### src/rtl/scaler_pkg.sv
// Shared constants and state encoding for the horizontal 2:1 down-scaler.
package scaler_pkg;

    localparam int DEF_WIDTH  = 10;
    localparam int LINE_CNT_W = 16;
    localparam logic [LINE_CNT_W-1:0] LINE_CNT_MAX = '1;

    typedef enum logic [1:0] {
        S_IDLE = 2'd0,
        S_HOLD = 2'd1,
        S_PAIR = 2'd2
    } scaler_state_t;

endpackage

### src/rtl/pixel_avg2.sv
// Rounded average of two pixels of one colour channel: (a+b+1)>>1.
// Latency: combinational.
// Backpressure: none.
module pixel_avg2
    import scaler_pkg::*;
#(
    parameter int WIDTH = DEF_WIDTH
) (
    input  logic [WIDTH-1:0] a,
    input  logic [WIDTH-1:0] b,
    output logic [WIDTH-1:0] avg
);

    // One extra bit of headroom: the all-ones pair still fits before the shift.
    logic [WIDTH:0] sum;

    assign sum = {1'b0, a} + {1'b0, b} + {{WIDTH{1'b0}}, 1'b1};
    assign avg = WIDTH'(sum >> 1);

endmodule

### src/rtl/h_down_scaler.sv
// Horizontal 2:1 down-scaler: averages adjacent active pixel pairs, optional 2:1 line drop.
// Latency: one cycle for syncs and for each emitted pixel (pair or odd trailing pixel).
// Backpressure: none; free-running pixel stream, one output pulse per pair.
module h_down_scaler
    import scaler_pkg::*;
#(
    parameter int WIDTH     = DEF_WIDTH,
    parameter bit VSYNC_POL = 1'b0,
    parameter bit HSYNC_POL = 1'b0,
    parameter int V_DECIM   = 0
) (
    input  logic             clk,
    input  logic             rst,
    input  logic             i_vsync,
    input  logic             i_hsync,
    input  logic             i_de,
    input  logic [WIDTH-1:0] i_r_data,
    input  logic [WIDTH-1:0] i_g_data,
    input  logic [WIDTH-1:0] i_b_data,
    output logic             o_vsync,
    output logic             o_hsync,
    output logic             o_de,
    output logic [WIDTH-1:0] o_r_data,
    output logic [WIDTH-1:0] o_g_data,
    output logic [WIDTH-1:0] o_b_data
);

    scaler_state_t         state;
    logic [WIDTH-1:0]      hold_r, hold_g, hold_b;
    logic [WIDTH-1:0]      avg_r, avg_g, avg_b;
    logic [LINE_CNT_W-1:0] line_cnt;
    logic                  de_d;
    logic                  vs_act_d;
    logic                  vs_act;
    logic                  vs_edge;
    logic                  de_fall;
    logic                  drop_line;

    assign vs_act    = i_vsync ^ VSYNC_POL;
    assign vs_edge   = vs_act & ~vs_act_d;
    assign de_fall   = de_d & ~i_de;
    // The trailing odd pixel is flushed on the de falling edge, before the count moves on.
    assign drop_line = (V_DECIM != 0) && line_cnt[0];

    pixel_avg2 #(.WIDTH(WIDTH)) u_avg_r (.a(hold_r), .b(i_r_data), .avg(avg_r));
    pixel_avg2 #(.WIDTH(WIDTH)) u_avg_g (.a(hold_g), .b(i_g_data), .avg(avg_g));
    pixel_avg2 #(.WIDTH(WIDTH)) u_avg_b (.a(hold_b), .b(i_b_data), .avg(avg_b));

    always_ff @(posedge clk) begin
        if (rst) begin
            line_cnt <= '0;
        end else if (vs_edge) begin
            line_cnt <= '0;
        end else if (de_fall && (line_cnt != LINE_CNT_MAX)) begin
            line_cnt <= line_cnt + LINE_CNT_W'(1);
        end
    end

    always_ff @(posedge clk) begin
        if (rst) begin
            state    <= S_IDLE;
            hold_r   <= '0;
            hold_g   <= '0;
            hold_b   <= '0;
            de_d     <= 1'b0;
            vs_act_d <= 1'b0;
            o_vsync  <= VSYNC_POL;
            o_hsync  <= HSYNC_POL;
            o_de     <= 1'b0;
            o_r_data <= '0;
            o_g_data <= '0;
            o_b_data <= '0;
        end else begin
            de_d     <= i_de;
            vs_act_d <= vs_act;
            o_vsync  <= i_vsync;
            o_hsync  <= i_hsync;
            o_de     <= 1'b0;
            o_r_data <= '0;
            o_g_data <= '0;
            o_b_data <= '0;

            // Frame start wins over everything: a half-built pair never leaks into the new frame.
            if (vs_edge) begin
                state  <= S_IDLE;
                hold_r <= '0;
                hold_g <= '0;
                hold_b <= '0;
            end else begin
                case (state)
                    S_HOLD: begin
                        if (i_de) begin
                            state <= S_PAIR;
                            if (!drop_line) begin
                                o_de     <= 1'b1;
                                o_r_data <= avg_r;
                                o_g_data <= avg_g;
                                o_b_data <= avg_b;
                            end
                        end else begin
                            state <= S_IDLE;
                            if (!drop_line) begin
                                o_de     <= 1'b1;
                                o_r_data <= hold_r;
                                o_g_data <= hold_g;
                                o_b_data <= hold_b;
                            end
                        end
                    end
                    default: begin
                        if (i_de) begin
                            state  <= S_HOLD;
                            hold_r <= i_r_data;
                            hold_g <= i_g_data;
                            hold_b <= i_b_data;
                        end else begin
                            state <= S_IDLE;
                        end
                    end
                endcase
            end
        end
    end

endmodule

### config.mk
export PLATFORM = sky130hd
export DESIGN_NAME = h_down_scaler
export DESIGN_NICKNAME = d
export VERILOG_FILES = /design/src/rtl/scaler_pkg.sv /design/src/rtl/pixel_avg2.sv /design/src/rtl/h_down_scaler.sv
export SDC_FILE = /design/constraint.sdc
export NUM_CORES = 1
export LEC_CHECK = 0
export BUFFER_PORTS_ARGS = -buffer_cell sky130_fd_sc_hd__buf_4
export CORE_MARGIN = 2
export CORE_UTILIZATION = 50
export CTS_BUF_LIST = sky130_fd_sc_hd__clkbuf_8 sky130_fd_sc_hd__clkbuf_16
export DETAILED_ROUTE_END_ITERATION = 10
export GPL_TIMING_DRIVEN = 0
export MAX_ROUTING_LAYER = met4
export PLACE_DENSITY = 0.72
export SETUP_SLACK_MARGIN = 0.5
export SYNTH_ARGS = -nofsm -noshare
export SYNTH_HDL_FRONTEND = slang
export SYNTH_SLANG_ARGS = --single-unit
### constraint.sdc
create_clock -name clk -period 1.8 [get_ports clk]
set_input_delay 0.36 -clock clk [delete_from_list [all_inputs] [get_ports clk]]
set_output_delay 0.36 -clock clk [all_outputs]
set_load 0.005 [all_outputs]
==> results.tsv <==
stage	metric	value	unit
cts	cts.path.max_buffers	2	
route	drcViolationCount	0	
finish	drive_gt1_share	40.29	%
logic_synthesis	yosys_warnings	0	
placed_design	place.gp.congestion	0.9570	
sta	fmax	0.5776	GHz
cts	clock_latency	0.35	ns
sta	rsz0062_at_grt	yes	
finish	finish.net_count	617	
logic_synthesis	synth_edf_count	0	
logic_synthesis	ys.flop_type	dfxtp_1	
critical_path	critPathKind	reg -> reg	
route	drt_first_iter_violations	219	
global_route	grt_pass1_vias	3655	
global_route	grt_usage	30.57	%
route	vias	3741	
logic_synthesis	ys_seq_elements	65	
floorplan	io_pins	68	
placed_design	numPortBuffers	67	
finish	nFillCells	519	
floorplan	die_y	88.60	µm
sta	skew	0.009243	ns
finish	areaGrowthSynthToFinish	45.77	%
global_route	grt_max_degree	11	
sta	timing_worst_slew_pin_value	0.6826	ns
sta	drv_slew	0	
critical_path	arrival	1.98	ns
sta	slew_headroom	54.49	%
route	wl_met2	5534	µm
cts	cts_tree	yes	
critical_path	cp.required	2.05	ns
critical_path	cp-start-kind	flip-flop	
route	wl_met1	4641	µm
power	power.leakage	2.241	nW
power	vdd_drop_max	0.5055	mV
logic_synthesis	synthCells	449	
sta	fin_crit	1.731	ns
global_route	antenna_found_initial	0	
critical_path	cp_top_family	compound AO/OA/AOI/OAI gates	
critical_path	critPathMaxFanout	3	
run	drv_cap	0	
cts	clock-sinks	65	
floorplan	dieArea	7850	µm²
placed_design	dp_hpwl	7150	µm
route	first_pass_iters	5	
critical_path	cp_cell_sequence	inv_2, fa_2, nor2b_4, o31a_1, buf_4, o21ai_4, mux2i_1, a31o_2	
sta	period_share	96.18	%
logic_synthesis	synth.distinct_cells	36	
power	power.density	695.9	nW/µm²
outcome	status	finished, final reports clean	
logic_synthesis	synth_area_per_cell	7.970	µm²
route	top_layer	met4	
logic_synthesis	syn_nets	514	
logic_synthesis	seq_area_frac_synth	36.36	%
cts	root_buffer	clkbuf_8	
cts	htreeDepth	3	
critical_path	crit_path_end_kind	flip-flop	
finish	final_util	75.94	%
floorplan	coreArea	6869	µm²
floorplan	die_x	88.60	µm
cts	clkTransAtPathRegs	0.07	ns
critical_path	crit_path_max_incr_delay	0.38	ns
floorplan	rows	30	
sta	fin_setup_tns	0	ns
route	dr_wl_met3	663	µm
global_route	grt_pass1_wl	17710	µm
route	routedWlPerCell	17.14	µm
route	drt.antenna.violating_nets	0	
hold_path	hp-class	in -> reg	
cts	cts_buffers	9	
critical_path	cp_slowest_cell	fa_2	
global_route	overflow	0	
power	power	3.630	mW
floorplan	start_util	52.09	%
sta	final-setup-viol-count	0	
critical_path	critPathBufInv	2	
logic_synthesis	synthesis.area	3578	µm²
sta	hold_violations	0	
logic_synthesis	async_flop_share	0	%
finish	antennaDiodeCount	0	
route	avgViaCountPerCell	5.738	
route	wirelength	11180	µm
==> cell usage after synthesis (6+ instances only) <==
library cell,instances,area [µm²]
nor2_1,41,153.9
nor3_1,10,50.05
inv_1,8,30.03
a21oi_1,57,285.3
nand2b_1,6,37.54
nand3_1,11,55.05
nor2b_1,8,50.05
mux2i_1,18,180.2
clkbuf_1,14,52.55
ha_1,27,337.8
a211oi_1,6,45.04
a31o_2,9,78.83
dfxtp_1,65,1301
o21ai_0,16,80.08
or3_1,11,68.82
nand2_1,91,341.6
==> flip-flops by register name (all words and copies together) (netlist names) <==
| register | cells |
|---|---|
| o_b_data | 10 |
| o_de | 1 |
| o_hsync | 1 |
| hold_r | 10 |
| hold_g | 10 |
| state | 2 |
| o_r_data | 10 |
| vs_act_d | 1 |
| hold_b | 10 |
| o_g_data | 10 |
==> report_power, final <==
part           switching, mW  internal, mW
Clock                  0.565         0.798
Sequential            0.0320          1.48
Combinational          0.412         0.345
==> layout by cell type (no fill, tap or decap), drive strengths merged, types with 4 or more instances in the layout <==
cell,Yosys,routed
a31o,9,9
a21oi,57,57
mux2i,18,18
nand2,91,91
nand2b,7,7
or3,11,11
inv,9,11
clkbuf,14,20
nor2,41,41
buf,9,104
dfxtp,65,65
nand3,11,11
nor3,10,10
o21ai,21,21
a211oi,6,6
a21o,4,4
ha,27,27
nor2b,8,8
==> stage by stage <==
step	hold WS [ns]	cell area (µm²)	instances	worst slack, ns
after detailed placement	0.4700	4434	612	-0.2144
after global placement	0.4637	4434	612	-0.2049
after floorplan	0.4242	3811	449	0.1709
after global routing	0.2351	5216	652	0.01774
after CTS	0.2178	5079	648	0.1000
final	0.2215	5216	652	0.06880
==> area by class of cell <==
class                           instances  area, µm²  area share (%)
Buffer                                 23      206.4           3.958
Clock inverter                          5      72.57           1.391
Clock buffer                           10      137.6           2.639
Timing Repair Buffer                   91      745.7           14.30
Multi-Input combinational cell        353       2580           49.46
Tap cell                               96      120.1           2.303
Inverter                                9      33.78          0.6476
Sequential cell                        65       1320           25.31
==> layer usage <==
layer	up-vias	GRT usage [%]
li1	1780	-
met4	0	14.33
met5	-	-
met2	145	49.97
met3	30	4.291
met1	1786	37.23
==> final timing paths <==
check | slack (ns) | depth (start not counted) | startpoint | to
worst max-delay path | 0.07 | 8 | hold_g[1] | o_g_data[7]
worst min-delay path | 0.22 | 2 | rst | vs_act_d
worst max register to register | 0.07 | 8 | hold_g[1] | o_g_data[7]
worst min register to register | 0.48 | 2 | hold_g[6] | hold_g[6]
==> cell families (layout without fill, tap and decap cells) <==
group / Yosys count / in the layout / share of synthesized area (%)
AO/OA/AOI/OAI: 118 / 119 / 20.25
flip-flops: 65 / 65 / 36.36
XOR/XNOR: 3 / 3 / 0.7344
AND/OR/NAND/NOR: 183 / 183 / 22.45
multiplexers: 18 / 18 / 5.035
adder cells (fa/ha/maj): 30 / 30 / 11.12
buffers and inverters: 32 / 138 / 4.056
==> timing repair <==
item,in CTS,in global routing
pin swaps,27,9
hold buffers,0,0
endpoints found under the setup margin,61,61
setup buffers,17,4
endpoints found under the hold margin,0,0
gates resized for setup,68,39
gates cloned,4,0
Note: power is estimated with default switching activity, not from simulation.
